==> src/rtl/cbd_sampler_stream_if.sv <==
// Handshake bundle between the PRF-fed CBD sampler and its neighbours.
// slave: the sampler itself; master: the side driving run/PRF words/ready.
interface cbd_sampler_stream_if;
    logic        run_i;
    logic        eta_i;
    logic        din_valid_i;
    logic [63:0] din_i;
    logic        din_ready_o;
    logic        coef_valid_o;
    logic [11:0] coef_o;
    logic [7:0]  coef_idx_o;
    logic        coef_ready_i;
    logic        busy_o;
    logic        done_o;

    modport slave (
        input  run_i, eta_i, din_valid_i, din_i, coef_ready_i,
        output din_ready_o, coef_valid_o, coef_o, coef_idx_o, busy_o, done_o
    );

    modport master (
        output run_i, eta_i, din_valid_i, din_i, coef_ready_i,
        input  din_ready_o, coef_valid_o, coef_o, coef_idx_o, busy_o, done_o
    );
endinterface

==> src/rtl/cbd_sampler_stream.sv <==
// Centered-binomial sampler: turns a 64-bit LE PRF word stream into the
// N coefficients of one polynomial (eta = 2 or 3), reduced into [0, Q).
// A 128-bit LSB-first bit buffer decouples word arrival from coefficient
// consumption; new words land directly above the bits still valid.
module cbd_sampler_stream #(
    parameter int Q = 3329,
    parameter int N = 256
) (
    input  logic                  clk_i,
    input  logic                  rst_i,
    cbd_sampler_stream_if.slave   bus
);

    typedef enum logic [1:0] {IDLE, RUN, DONE} state_t;

    state_t       state_q;
    logic [127:0] buf_q;
    logic [7:0]   cnt_q;      // valid bits in buf_q, 0..128
    logic [4:0]   words_q;    // words accepted this polynomial
    logic [7:0]   idx_q;      // index of the coefficient currently offered
    logic         eta3_q;
    logic         busy_q;
    logic         done_q;

    logic [7:0]   step;       // 2*eta bits per coefficient
    logic [4:0]   wmax;       // words per polynomial
    logic         in_ready;
    logic         out_valid;
    logic         accept;
    logic         take;
    logic [1:0]   x;
    logic [1:0]   y;
    logic [11:0]  coef;
    logic [127:0] shifted;
    logic [7:0]   base;
    logic [127:0] buf_next;
    logic [7:0]   cnt_next;

    // Handshake qualifiers depend only on registered state, so coef_valid
    // never combinationally follows the downstream ready.
    always_comb begin
        step      = eta3_q ? 8'd6 : 8'd4;
        wmax      = eta3_q ? 5'd24 : 5'd16;
        in_ready  = (state_q == RUN) && (words_q < wmax) && (cnt_q <= 8'd64);
        out_valid = (state_q == RUN) && (cnt_q >= step);
        accept    = in_ready & bus.din_valid_i;
        take      = out_valid & bus.coef_ready_i;
    end

    // Coefficient from the lowest 2*eta buffer bits: popcount difference,
    // negative results folded up by Q.
    always_comb begin
        x = 2'(buf_q[0]) + 2'(buf_q[1]) + 2'(eta3_q & buf_q[2]);
        if (eta3_q)
            y = 2'(buf_q[3]) + 2'(buf_q[4]) + 2'(buf_q[5]);
        else
            y = 2'(buf_q[2]) + 2'(buf_q[3]);
        if (x >= y)
            coef = 12'(x - y);
        else
            coef = 12'(Q) - 12'(y - x);
    end

    // Next buffer contents: drop the consumed group first, then append the
    // incoming word right above whatever bits survive.
    always_comb begin
        shifted  = buf_q;
        base     = cnt_q;
        if (take) begin
            shifted = eta3_q ? (buf_q >> 6) : (buf_q >> 4);
            base    = cnt_q - step;
        end
        buf_next = shifted;
        cnt_next = base;
        if (accept) begin
            buf_next = shifted | ({64'b0, bus.din_i} << base);
            cnt_next = base + 8'd64;
        end
    end

    // Control FSM plus datapath registers; busy/done are registered here.
    always_ff @(posedge clk_i) begin
        if (rst_i) begin
            state_q <= IDLE;
            buf_q   <= '0;
            cnt_q   <= '0;
            words_q <= '0;
            idx_q   <= '0;
            eta3_q  <= 1'b0;
            busy_q  <= 1'b0;
            done_q  <= 1'b0;
        end else begin
            case (state_q)
                IDLE: begin
                    done_q <= 1'b0;
                    if (bus.run_i) begin
                        state_q <= RUN;
                        eta3_q  <= bus.eta_i;
                        buf_q   <= '0;
                        cnt_q   <= '0;
                        words_q <= '0;
                        idx_q   <= '0;
                        busy_q  <= 1'b1;
                    end
                end
                RUN: begin
                    buf_q <= buf_next;
                    cnt_q <= cnt_next;
                    if (accept)
                        words_q <= words_q + 5'd1;
                    if (take) begin
                        idx_q <= idx_q + 8'd1;
                        if (idx_q == 8'(N - 1)) begin
                            state_q <= DONE;
                            done_q  <= 1'b1;
                        end
                    end
                end
                DONE: begin
                    state_q <= IDLE;
                    done_q  <= 1'b0;
                    busy_q  <= 1'b0;
                end
                default: state_q <= IDLE;
            endcase
        end
    end

    assign bus.din_ready_o  = in_ready;
    assign bus.coef_valid_o = out_valid;
    assign bus.coef_o       = coef;
    assign bus.coef_idx_o   = idx_q;
    assign bus.busy_o       = busy_q;
    assign bus.done_o       = done_q;

endmodule

==> src/flat_wrapper.sv <==
// flat-port wrapper written by rule: the top's interface ports become plain ports
module cbd_sampler_stream_flat 
#(
    parameter int Q = 3329,
    parameter int N = 256
)
  (clk_i, rst_i, bus_run_i, bus_eta_i, bus_din_valid_i, bus_din_i, bus_coef_ready_i, bus_din_ready_o, bus_coef_valid_o, bus_coef_o, bus_coef_idx_o, bus_busy_o, bus_done_o);
  cbd_sampler_stream_if bus_i ();
  input  logic clk_i;
  input  logic rst_i;
  input wire logic [$bits(bus_i.run_i)-1:0] bus_run_i;
  input wire logic [$bits(bus_i.eta_i)-1:0] bus_eta_i;
  input wire logic [$bits(bus_i.din_valid_i)-1:0] bus_din_valid_i;
  input wire logic [$bits(bus_i.din_i)-1:0] bus_din_i;
  input wire logic [$bits(bus_i.coef_ready_i)-1:0] bus_coef_ready_i;
  output wire logic [$bits(bus_i.din_ready_o)-1:0] bus_din_ready_o;
  output wire logic [$bits(bus_i.coef_valid_o)-1:0] bus_coef_valid_o;
  output wire logic [$bits(bus_i.coef_o)-1:0] bus_coef_o;
  output wire logic [$bits(bus_i.coef_idx_o)-1:0] bus_coef_idx_o;
  output wire logic [$bits(bus_i.busy_o)-1:0] bus_busy_o;
  output wire logic [$bits(bus_i.done_o)-1:0] bus_done_o;
  assign bus_i.run_i = bus_run_i;
  assign bus_i.eta_i = bus_eta_i;
  assign bus_i.din_valid_i = bus_din_valid_i;
  assign bus_i.din_i = bus_din_i;
  assign bus_i.coef_ready_i = bus_coef_ready_i;
  assign bus_din_ready_o = bus_i.din_ready_o;
  assign bus_coef_valid_o = bus_i.coef_valid_o;
  assign bus_coef_o = bus_i.coef_o;
  assign bus_coef_idx_o = bus_i.coef_idx_o;
  assign bus_busy_o = bus_i.busy_o;
  assign bus_done_o = bus_i.done_o;
  cbd_sampler_stream #(.Q(Q), .N(N)) u_core (.clk_i(clk_i), .rst_i(rst_i), .bus(bus_i));
endmodule
==> config.mk <==
export PLATFORM = sky130hd
export DESIGN_NAME = cbd_sampler_stream_flat
export DESIGN_NICKNAME = d
export VERILOG_FILES = /design/src/rtl/cbd_sampler_stream_if.sv /design/src/rtl/cbd_sampler_stream.sv /design/src/flat_wrapper.sv
export SDC_FILE = /design/constraint.sdc
export NUM_CORES = 1
export LEC_CHECK = 0
export ABC_AREA = 1
export BUFFER_PORTS_ARGS = -buffer_cell sky130_fd_sc_hd__buf_2
export CORE_UTILIZATION = 45
export DETAILED_ROUTE_END_ITERATION = 16
export HOLD_SLACK_MARGIN = 0.03
export PLACE_DENSITY = 0.65
export SYNTH_ARGS = -nofsm -noshare
export SYNTH_HDL_FRONTEND = slang
export SYNTH_SLANG_ARGS = --single-unit
==> constraint.sdc <==
create_clock -name clk_i -period 3.65 [get_ports clk_i]
set_input_delay 0.1825 -clock clk_i [delete_from_list [all_inputs] [get_ports clk_i]]
set_output_delay 0.1825 -clock clk_i [all_outputs]
set_load 0.02 [all_outputs]
==> impl.org <==
** Status
- Status :: finished clean

** Die
- Ports :: 94
- Once the floorplan was initialized, standard cells occupied 45.9% of the core.
- Die extent in y :: 182 um
- Measured along the x axis, the die boundary spans 182 um.
- The core region is 31700 um^2.
- The die covers 33100 um^2.
- Number of placement rows :: 65

** Critical path
- The worst setup path is launched from a flip-flop.
- Of all nets on the critical path, the largest fanout is 67.
- The critical path in this run is classified as flip-flop to flip-flop.
- The worst setup path is captured at a flip-flop.
- R2r setup slk :: 0.30 ns
- Arr. time, crit path :: 3.66 ns
- STA puts the critical path data required time at 3.95 ns.

** Place
- The number of placed instances, taps included, is 2929.
- During placement, the flow inserted port buffers numbering 93.
- DP Wirelength :: 41200 um
- At the end of routability-driven placement, the weighted congestion stood at 1.01.
- Summing all placed instances gives a cell area of 15200 um^2.

** STA
- The count of final hold-check violations was 0.
- For this run, the top clock speed supported by timing is 298 MHz.
- Measured against its own limit, the worst slew margin works out to 26.5%.
- Final critical-path share of the clock period :: 91.9%
- Worst-case clock skew :: 0.0150 ns
- Setup violations remaining at the end of the flow were counted as 0.
- Final min period :: 3.35 ns
- The total count of max-transition violations in the final report was 0.
- For the final routed database, the setup TNS stands at 0 ns.
- Unrepaired setup endpoints after global routing :: false
- For the pin with the worst max-slew slack, the measured transition is 1.10 ns.

** Run
- Across the run, the number of max-cap violations was 0.

** Logic synthesis
- In the synthesized netlist the dominant register cell turns out to be dfxtp_1.
- Dominant cells by area after synthesis :: nand3_1 23%, dfxtp_1 21%, nand2_1 21%
- Average cell area after synthesis :: 5.59 um^2
- For this run, the register share of the synthesized area comes to 21.0%.
- Largest area contributor in the netlist :: nand3_1
- Cell with the most instances after synthesis :: nand2_1
- Counting distinct cell types in the post-synthesis netlist gives 38.
- After synthesis the netlist holds a flip-flop and latch count of 153.
- Gate Count Post-Synth :: 2608
- Top cell type's share of synthesized area :: 22.6%
- Counting flops with an async set or reset pin after synthesis yields a share of 0%.
- During synthesis, Yosys emitted a total of 0 warnings.
- Leading cell types by count after synthesis :: 806 x nand2_1, 659 x nand3_1, 168 x o21ai_0
- In this run, synthesis inferred 0 flip-flops with an integrated enable.
- Area of the mapped netlist :: 14600 um^2
- Syn Nets :: 2692

** Route
- For this block, the via count after detailed routing is 17900.
- The pre-antenna-repair detailed-routing pass consisted of 7 iterations.
- Number of violations reported at the end of detailed-routing iteration 0 :: 1943
- In the final routed layout, each cell accounts on average for 19.5 um.
- In this run the remaining antenna-violating nets after routing total 0.
- In the routed layout, each cell is associated on average with a via count of 6.04.
- Routed wire length :: 57800 um
- DRC :: 0

** Final layout
- Final net count :: 2630
- Of the cells placed in the final design, the portion with a size suffix greater than 1 is 8.09%.
- Cells fill 49.7% of the core in the end.
- The repair_antennas step left the layout with diodes totalling 0.
- Number of filler cells placed in the layout :: 3408
- Summed area of non-filler cells in the final layout :: 15800 um^2
- The count of cells in the finished layout, fillers not included, comes to 2961.
- Relative to the synthesized area, the layout overhead comes to 8.24%.

** Global route
- Wire length of the first global-routing pass :: 90000 um
- Via count of the first global-routing pass :: 15900
- Across every metal layer, demand over resource in global routing totals 34.7%.
- Pin count of the biggest net entering global routing :: 183
- Overflow after GRT :: 0
- The initial antenna violation count was 0.

** Power and ir drop
- VDD sags by at most 0.407 mV.
- In this run the static leakage power is 6.14 nW.
- Dividing total power by cell area gives a power density of 285 nW/um^2.

** Clock network
- Clock-pin slew was measured on the worst setup and hold paths at 0.07 ns.
- No sink is reached through more buffers than the 2 on the longest clock path.
- TritonCTS clock tree :: done
- The clock reaches the later pin of the worst-skew pair after 0.45 ns.
- The clock net in this run drives a total of 153 sinks.
- Post-CTS Setup Bufs :: 0
- Buffers inserted during clock tree synthesis total 17.
- Cell chosen for the clock root :: clkbuf_16
- The clock tree synthesis step divided the H-tree into 4 levels.

** Hold path
- Type of the most critical hold path :: input pin to flip-flop
## path summary, 6_finish.rpt
path,cells past startpoint,endpoint,from
setup / recovery,18,u_core.buf_q[93],u_core.cnt_q[1]
hold / removal,3,u_core.state_q[1],bus_run_i
setup reg to reg,18,u_core.buf_q[93],u_core.cnt_q[1]
hold reg to reg,2,u_core.words_q[4],u_core.words_q[4]
## per-stage QoR
step / hold slack, ns / power [mW] / setup slack, ns
after CTS: 0.0467 / 4.52 / 0.157
after floorplan: 0.349 / 2.31 / 0.236
after global routing: 0.0731 / 4.67 / 0.0187
after detailed placement: 0.452 / 2.61 / 0.276
after global placement: 0.445 / 2.61 / 0.289
final: 0.0592 / 4.50 / 0.297
## per-layer routing
layer | global-route usage, % | wire [um]
met3 | 3.85 | 3120
met2 | 57.8 | 27100
met4 | 18.9 | 3130
met1 | 43.7 | 24500
met5 | 0 | 0
## cell usage in the layout, fill, tap and decap left out, drive strengths merged
cell type  instances
nor2              58
o21a               1
a221o              1
fa                 4
o22ai              2
or2                1
mux2i             13
a211oi             6
dfxtp            153
nor3              13
ha                10
nand3            660
nor4               2
o211ai           103
o211a              1
nand4             19
xor2               5
clkinv             4
a31oi              1
o21ai            186
nand2            814
a21oi            156
o31ai             14
clkbuf            17
inv              176
bufinv             2
buf              137
## where the power goes
group / switching (mW) / total (mW) / internal, mW
combinational: 0.650 / 0.879 / 0.229
sequential: 0.0224 / 1.71 / 1.69
clock: 0.862 / 1.90 / 1.04
total: 1.53 / 4.50 / 2.96
## repair_timing
action | CTS | global route
hold buffers | 0 | 0
endpoints found under the setup margin | 0 | 9
resized for setup | 0 | 2
## critical path, stage by stage, from the launching register on
cell and delay, ns:
dfxtp_1 0.34, inv_1 0.10, ha_1 0.33, nand2_1 0.06, nor2_1 0.10, nand2_1 0.08, nand2_2 0.09, nand3_2 0.13
buf_4 0.24, nor2_2 0.23, xor2_4 0.29, buf_12 0.34, nand3_1 0.26, nand3_1 0.26, nand2_1 0.07, nand2_1 0.08
nand2_1 0.04, nand2_1 0.05, a21oi_1 0.07
## flip-flops by register name, summed over array words and instances, names as in the netlist
name                   cells
u_core.buf_q             128
u_core.bus.coef_idx_o      8
u_core.cnt_q               7
u_core.words_q             5
u_core.state_q             2
u_core.bus.busy_o          1
u_core.bus.done_o          1
u_core.eta3_q              1
## area by class of cell
type | instances | area, um^2 | area share (%)
Clock inverter | 15 | 183 | 1.16
Tap cell | 402 | 503 | 3.19
Timing Repair Buffer | 137 | 990 | 6.28
Multi-Input combinational cell | 2070 | 9970 | 63.2
Inverter | 167 | 632 | 4.01
Sequential cell | 153 | 3070 | 19.4
Clock buffer | 17 | 425 | 2.70
## kinds of logic (layout without fill, tap and decap cells)
kind of cell / count (synthesis) / count (layout) / synth area share, %
and+or+nand+nor: 1567 / 1567 / 46.9
AOI/OAI and AO/OA: 471 / 471 / 18.5
buffers and inverters: 385 / 336 / 10.8
DFF: 153 / 153 / 21.0
adders and majority gates: 14 / 14 / 1.41
muxes: 13 / 13 / 0.893
xor gates and xnor gates: 5 / 5 / 0.404
Note: power is estimated with default switching activity, not from simulation.
